[config.mk]
export PLATFORM = sky130hd
export DESIGN_NAME = matmul_sequencer_flat
export DESIGN_NICKNAME = d
export VERILOG_FILES = /design/src/rtl/matmul_sequencer_if.sv /design/src/rtl/matmul_sequencer.sv /design/src/flat_wrapper.sv
export SDC_FILE = /design/constraint.sdc
export NUM_CORES = 1
export LEC_CHECK = 0
export BUFFER_PORTS_ARGS = -buffer_cell sky130_fd_sc_hd__buf_4
export CAP_MARGIN = 15
export CELL_PAD_IN_SITES_DETAIL_PLACEMENT = 0
export CELL_PAD_IN_SITES_GLOBAL_PLACEMENT = 1
export CORE_MARGIN = 5
export CORE_UTILIZATION = 45
export CTS_BUF_LIST = sky130_fd_sc_hd__clkbuf_8
export CTS_CLUSTER_SIZE = 14
export DETAILED_ROUTE_END_ITERATION = 8
export PLACE_DENSITY = 0.94
export SYNTH_ARGS = -nofsm -noshare
export SYNTH_HDL_FRONTEND = slang
export SYNTH_SLANG_ARGS = --single-unit
[constraint.sdc]
create_clock -name clk -period 4.7 [get_ports clk]
set_input_delay 0.705 -clock clk [delete_from_list [all_inputs] [get_ports clk]]
set_output_delay 0.705 -clock clk [all_outputs]
set_load 0.02 [all_outputs]
[src/rtl/matmul_sequencer_if.sv]
// Handshake and address bundle between the matmul sequencer and its operand/result buffers.
// Widths derive from the same M/N1/N2 parameters as the sequencer instance.
interface matmul_sequencer_if #(
    parameter int N1 = 4,
    parameter int N2 = 4,
    parameter int M  = 8
);
    localparam int AWA = (M * M / N1 > 1) ? $clog2(M * M / N1) : 1;
    localparam int AWB = (M * M / N2 > 1) ? $clog2(M * M / N2) : 1;
    localparam int RW  = (N1 > 1) ? $clog2(N1) : 1;

    logic           start;
    logic           stall;
    logic           busy;
    logic           done;
    logic           rd_en;
    logic           clear_acc;
    logic [AWA-1:0] rd_addr_A;
    logic [AWB-1:0] rd_addr_B;
    logic           wr_en;
    logic [RW-1:0]  wr_row;
    logic [AWB-1:0] wr_addr;

    modport slave (
        input  start, stall,
        output busy, done, rd_en, clear_acc, rd_addr_A, rd_addr_B, wr_en, wr_row, wr_addr
    );

    modport master (
        output start, stall,
        input  busy, done, rd_en, clear_acc, rd_addr_A, rd_addr_B, wr_en, wr_row, wr_addr
    );
endinterface

[src/rtl/matmul_sequencer.sv]
// Tile sequencer for an N1xN2 systolic array computing an MxM product: stream K operands,
// drain the array skew, then write back N1 result rows per tile, slice_B innermost.
module matmul_sequencer #(
    parameter int N1 = 4,
    parameter int N2 = 4,
    parameter int M  = 8
) (
    input logic               clk,
    input logic               rst,
    matmul_sequencer_if.slave bus
);
    localparam int AWA      = (M * M / N1 > 1) ? $clog2(M * M / N1) : 1;
    localparam int AWB      = (M * M / N2 > 1) ? $clog2(M * M / N2) : 1;
    localparam int RW       = (N1 > 1) ? $clog2(N1) : 1;
    localparam int KW       = (M > 1) ? $clog2(M) : 1;
    localparam int SAW      = (M / N1 > 1) ? $clog2(M / N1) : 1;
    localparam int SBW      = (M / N2 > 1) ? $clog2(M / N2) : 1;
    localparam int DrainLen = N1 + N2 - 2;
    localparam int DW       = (DrainLen > 1) ? $clog2(DrainLen) : 1;

    typedef enum logic [2:0] {StIdle, StStream, StDrain, StWrite, StDone} state_e;

    state_e         state_q;
    logic [KW-1:0]  k_q;
    logic [DW-1:0]  dcnt_q;
    logic [RW-1:0]  row_q;
    logic [SAW-1:0] sa_q;
    logic [SBW-1:0] sb_q;

    always_ff @(posedge clk or posedge rst) begin
        if (rst) begin
            state_q <= StIdle;
            k_q     <= '0;
            dcnt_q  <= '0;
            row_q   <= '0;
            sa_q    <= '0;
            sb_q    <= '0;
        end else begin
            case (state_q)
                StIdle: begin
                    if (bus.start) begin
                        state_q <= StStream;
                        k_q     <= '0;
                        sa_q    <= '0;
                        sb_q    <= '0;
                    end
                end
                StStream: begin
                    if (!bus.stall) begin
                        if (k_q == KW'(M - 1)) begin
                            k_q     <= '0;
                            dcnt_q  <= '0;
                            row_q   <= '0;
                            state_q <= (DrainLen == 0) ? StWrite : StDrain;
                        end else begin
                            k_q <= k_q + KW'(1);
                        end
                    end
                end
                StDrain: begin
                    if (!bus.stall) begin
                        if (dcnt_q == DW'(DrainLen - 1)) begin
                            dcnt_q  <= '0;
                            row_q   <= '0;
                            state_q <= StWrite;
                        end else begin
                            dcnt_q <= dcnt_q + DW'(1);
                        end
                    end
                end
                StWrite: begin
                    if (!bus.stall) begin
                        if (row_q == RW'(N1 - 1)) begin
                            row_q <= '0;
                            // slice_B is the inner loop; both wrapping means the last tile is out
                            if (sb_q == SBW'(M / N2 - 1)) begin
                                sb_q <= '0;
                                if (sa_q == SAW'(M / N1 - 1)) begin
                                    sa_q    <= '0;
                                    state_q <= StDone;
                                end else begin
                                    sa_q    <= sa_q + SAW'(1);
                                    state_q <= StStream;
                                end
                            end else begin
                                sb_q    <= sb_q + SBW'(1);
                                state_q <= StStream;
                            end
                        end else begin
                            row_q <= row_q + RW'(1);
                        end
                    end
                end
                StDone:  state_q <= StIdle;
                default: state_q <= StIdle;
            endcase
        end
    end

    logic rd_go;
    assign rd_go = (state_q == StStream) && !bus.stall;

    assign bus.busy      = (state_q != StIdle);
    assign bus.done      = (state_q == StDone);
    assign bus.rd_en     = rd_go;
    assign bus.clear_acc = rd_go && (k_q == '0);
    assign bus.wr_en     = (state_q == StWrite) && !bus.stall;
    assign bus.wr_row    = row_q;

    assign bus.rd_addr_A = AWA'(k_q) + AWA'(sa_q) * AWA'(M);
    assign bus.rd_addr_B = AWB'(k_q) + AWB'(sb_q) * AWB'(M);
    assign bus.wr_addr   = (AWB'(sa_q) * AWB'(N1) + AWB'(row_q)) * AWB'(M / N2) + AWB'(sb_q);
endmodule

[src/flat_wrapper.sv]
// flat-port wrapper written by rule: the top's interface ports become plain ports
module matmul_sequencer_flat 
#(
    parameter int N1 = 4,
    parameter int N2 = 4,
    parameter int M  = 8
)
  (clk, rst, bus_start, bus_stall, bus_busy, bus_done, bus_rd_en, bus_clear_acc, bus_rd_addr_A, bus_rd_addr_B, bus_wr_en, bus_wr_row, bus_wr_addr);
  matmul_sequencer_if #(.N1(N1), .N2(N2), .M(M)) bus_i ();
  input logic clk;
  input logic rst;
  input wire logic [$bits(bus_i.start)-1:0] bus_start;
  input wire logic [$bits(bus_i.stall)-1:0] bus_stall;
  output wire logic [$bits(bus_i.busy)-1:0] bus_busy;
  output wire logic [$bits(bus_i.done)-1:0] bus_done;
  output wire logic [$bits(bus_i.rd_en)-1:0] bus_rd_en;
  output wire logic [$bits(bus_i.clear_acc)-1:0] bus_clear_acc;
  output wire logic [$bits(bus_i.rd_addr_A)-1:0] bus_rd_addr_A;
  output wire logic [$bits(bus_i.rd_addr_B)-1:0] bus_rd_addr_B;
  output wire logic [$bits(bus_i.wr_en)-1:0] bus_wr_en;
  output wire logic [$bits(bus_i.wr_row)-1:0] bus_wr_row;
  output wire logic [$bits(bus_i.wr_addr)-1:0] bus_wr_addr;
  assign bus_i.start = bus_start;
  assign bus_i.stall = bus_stall;
  assign bus_busy = bus_i.busy;
  assign bus_done = bus_i.done;
  assign bus_rd_en = bus_i.rd_en;
  assign bus_clear_acc = bus_i.clear_acc;
  assign bus_rd_addr_A = bus_i.rd_addr_A;
  assign bus_rd_addr_B = bus_i.rd_addr_B;
  assign bus_wr_en = bus_i.wr_en;
  assign bus_wr_row = bus_i.wr_row;
  assign bus_wr_addr = bus_i.wr_addr;
  matmul_sequencer #(.N1(N1), .N2(N2), .M(M)) u_core (.clk(clk), .rst(rst), .bus(bus_i));
endmodule
==> Yosys cells after proc, flatten, opt, wreduce, memory -nomap -nowiden <==
Cells that the tools add are included.
W data, S select, Z words.
{ "word_totals": {"regBits": 13, "inputBits": 4, "output_inout_bits": 19, "word_cells": 83} }
{ "op_classes": {"n_addsub": 9, "eq_ne": 15, "muxes": 36, "reduce_logical": 17} }
{ "ops": {"columns": ["op", "count"], "rows": [
  ["$mux W3", 16],
  ["$mux W2", 6],
  ["$pmux W3 S2", 2],
  ["$pmux W3 S4", 1],
  ["$eq A3 B3 Y1 const B", 3],
  ["$add A3 B4 Y4", 2],
  ["$mux W1", 8],
  ["$ne A2 B1 Y1 const B", 4],
  ["$ne A2 B2 Y1 const B", 4],
  ["$reduce_and A4 Y1", 2],
  ["$reduce_and A7 Y1", 1],
  ["$add A3 B1 Y3 const B", 2],
  ["$eq A3 B2 Y1 const B", 2],
  ["$logic_not A3 Y1", 2],
  ["$pmux W2 S3", 1],
  ["$reduce_and A6 Y1", 1],
  ["$reduce_bool A2 Y1", 3],
  ["$reduce_bool A3 Y1", 2],
  ["$reduce_and A5 Y1", 1],
  ["$add A4 B1 Y4", 1],
  ["$pmux W1 S2", 2],
  ["$add A3 B2 Y3", 1],
  ["$eq A3 B1 Y1 const B", 1],
  ["$logic_and A1 B1 Y1", 3],
  ["other kinds (5)", 6]
]} }

==> Depth between registers and ports, before layout <==
{ "logic_depth": {"ltp_word": 6, "depth_mapped": 5} }

==> Worst setup path before layout <==
OpenSTA, ideal clock, no wires.
{ "synth_timing": {"path_type": "input to output", "startpoint": "in bus_stall", "endpoint": "out bus_clear_acc", "t_arrival_ns": 1.759, "required_ns": 3.995, "slack_ns": 2.236, "path_stages": 3, "n_path_buf": 1, "cell_sequence": "buf_2 nor3_1 and3b_1"} }
{ "synth_via": {"elab_chain_cells": 3} }
{ "synth_rtl": {"columns": ["item", "line_no", "source"], "rows": [
  ["start, declared", "flat_wrapper.sv:13", "input wire logic [$bits(bus_i.stall)-1:0] bus_stall;"],
  ["$logic_not A1 Y1", null, null],
  ["$logic_and A1 B1 Y1", "matmul_sequencer.sv:101", "assign rd_go = (state_q == StStream) && !bus.stall;"],
  ["via bus_rd_en", "flat_wrapper.sv:16", "output wire logic [$bits(bus_i.rd_en)-1:0] bus_rd_en;"],
  ["$logic_and A1 B1 Y1", "matmul_sequencer.sv:106", "assign bus.clear_acc = rd_go && (k_q == '0);"],
  ["end, declared", "flat_wrapper.sv:17", "output wire logic [$bits(bus_i.clear_acc)-1:0] bus_clear_acc;"]
]} }
The timed path passes the listed nets, and every way through them passes these cells.

==> Worst setup path after layout <==
{ "layout_timing": {"startpoint": "reg u_core.state_q[0]", "endpoint": "out bus_clear_acc"} }
{ "layout_via": {"elab_chain_cells": 3} }
{ "layout_rtl": {"columns": ["item", "line_no", "source"], "rows": [
  ["start, declared", "matmul_sequencer.sv:23", "state_e state_q;"],
  ["start signal, assigned", "matmul_sequencer.sv:32", "state_q <= StIdle;"],
  ["start signal, assigned", "matmul_sequencer.sv:42", "state_q <= StStream;"],
  ["start signal, assigned", "matmul_sequencer.sv:54", "state_q <= (DrainLen == 0) ? StWrite : StDrain;"],
  ["$eq A3 B1 Y1", "matmul_sequencer.sv:101", null],
  ["$logic_and A1 B1 Y1", "matmul_sequencer.sv:101", null],
  ["$logic_and A1 B1 Y1", "matmul_sequencer.sv:106", null]
]} }
Every way passes these cells.

==> metrics <==
outcome complete, no violations; vias post-DR 763; Post-DP Area ~1100 um^2; max-slew violations 0; First-pass DRT Iterations 5; post-synthesis cell count roughly 100; first-iteration detailed-routing DRC count 17; number of diodes 0; vias in the first global route between 700 and 800; Starting Density 0.485; Ys Warns 0; unrepaired setup endpoints after global routing false; CP endpoint kind output pin; Detail Placement HPWL 1420 um; full die area 3210 um^2; sequential area share after synthesis 0.332; max incr delay on CP 0.68 ns; Worst R2R Start u_core.k_q[0]; core area 2020 um^2; total CTS buffers 3; Skew-Pair Late Insertion Delay around 0.24 ns; min Tclk post-route 2.37 ns; hold endpoint u_core.dcnt_q[1]; PwrDens 534 nW/um^2; Setup WS post-layout 2.33 ns; Final Cycle Share 0.505; post-synth net total ~110; arrival time worst endpoint between 1.5 and 2 ns; clock-pin slew on the worst setup and hold paths 0.06 ns; Worst Hold Path Cells 1; Total GRT Usage 0.124; number of routed nets with antenna violations 0; Leak ~0.00052 uW; flop-to-flop setup slack 2.88 ns; critical path required time 3.99 ns; crit path kind register to output pin; FF-to-FF End u_core.bus.wr_row[0]; Placement Setup Slack approximately 2.6 ns; Chip Width 56.7 um; Synth Area per Inst just under 10 um^2; fraction of registers with async set/reset 1.00; WHS 0.483 ns; Setup TNS Final 0 ns; Fillers 183; Max VDD drop 0.338 mV; Final Setup Violations 0; # nets final approximately 120; # IOs 23; slew margin rel. 0.586; largest fanout on the critical path 20; CTS tree yes; clock sinks 13; area grow syn2layout 14.0%; hold wc startpoint u_core.dcnt_q[1]; Main synth FF type dfrtp_1; GPL Wtd Cong 0.777; routed wire length per instance 13.9 um; share of cells above drive strength 1 0.313; total grt overflow 0; DRC viols 0; Worst-Margin Slew 0.621 ns; Max-Cap Viols 0; Fin. Hold Viols 0; reg2reg path depth 5; number of flops mapped to enable cells by yosys 0; die height 56.7 um; FP Rows 16; DR vias/cell ~5.5; Max Fclk 0.422 GHz; count of cell types in the netlist 40; Seq cells post-synth 13; antenna violations before repair 0; root buffer cell clkbuf_8; CTS max path bufs 2; Post-CTS Setup Repair Bufs 0; Mapped Area 980 um^2; first-pass GRT wire length 3150 um; crit start category register; worst path cell trace nand2b_1, nor3_1, and3b_1, buf_4; PostCTS Resize Cnt 0; H-Tree Depth 1; Critical-path top delay cell dfrtp_1; min-delay worst type register to register; largest net degree at the start of global routing 22; Post-CTS Hold Buffers 0; DRT Wirelength a little under 2000 um; final instance area 1120 um^2; port bufs 22; Setup Skew 0.00223 ns
## where the power goes
part | switching, uW | internal, uW
logic | 157 | 139
registers | 59.7 | 145
clock network | 39.0 | 57.6
## metrics by stage
step	instances	util	power [uW]
6_report	139	0.553	597
3_5_place_dp	135	0.530	501
5_1_grt	139	0.553	633
3_3_place_gp	135	0.530	493
2_1_floorplan	101	-	427
4_1_cts	139	0.553	601
## layer usage
metal	part of all wire	track usage	up-vias	wire, um
li1	-	-	374	-
met1	0.44	0.154	370	845
met2	0.51	0.201	17	987
met3	0.043	0.0321	2	83
met4	0.0073	0.0508	0	14
met5	0	0	-	0
## area by class of cell
cell class | count | area [um^2] | share of cell area
clock buffer | 3 | 41.3 | 0.0370
clock inverter | 1 | 3.75 | 0.00336
inverter | 9 | 33.8 | 0.0302
multi-input combinational | 64 | 514 | 0.460
sequential | 13 | 325 | 0.291
tap | 27 | 33.8 | 0.0302
timing repair buffer | 22 | 165 | 0.148
## flip-flops by register name (all words and copies together) (netlist names)
signal / cells
u_core.state_q: 3
u_core.sa_q: 1
u_core.k_q: 3
u_core.sb_q: 1
u_core.dcnt_q: 3
u_core.bus.wr_row: 2
## worst max-delay path, delay by kind of cell (launching register included)
family                 cells  cell delay [ns]
flip-flops                 1             0.68
buffers and inverters      1             0.14
AND/OR/NAND/NOR            3             0.61
## cell usage in the layout (no fill, tap or decap), types with 2 or more instances in the layout
cell type / count
clkbuf_8: 3
and3b_1: 2
nand4_1: 2
nor3_1: 3
ha_1: 4
dfrtp_1: 13
nor2_1: 6
inv_1: 10
nand3b_1: 3
o21ai_0: 2
nand2b_1: 2
o21a_1: 2
buf_4: 22
nor3b_1: 2
mux2_2: 5
o211ai_1: 2
a21boi_0: 2
mux2i_1: 2
nand2_1: 5
## cells in the mapped netlist, types with 3 or more instances
cell type  instances  area share
dfrtp_1           13        0.33
buf_4             10       0.077
nor2_1             6       0.023
buf_2              4       0.020
nand2_1            5       0.019
inv_1              9       0.034
nand3b_1           3       0.023
ha_1               4       0.051
nor3_1             3       0.015
mux2_2             5       0.057
## worst max path at each step
stage                                 start            end  slack [ns]  cells after the start
after floorplan                   bus_stall  bus_clear_acc        2.24                      3
after global placement            bus_stall  bus_clear_acc        2.62                      4
after detailed placement          bus_stall  bus_clear_acc        2.58                      4
after CTS                 u_core.state_q[0]  bus_clear_acc        2.32                      4
after global routing      u_core.state_q[0]  bus_clear_acc        2.19                      4
final                     u_core.state_q[0]  bus_clear_acc        2.33                      4
## cells by family after synthesis
logic type | share of synthesized area
compound gates | 0.163
fa+ha+maj | 0.0511
buf+inv | 0.143
flops | 0.332
mux | 0.0779
simple gates | 0.232
No activity file was read; power rests on OpenSTA's default activity.
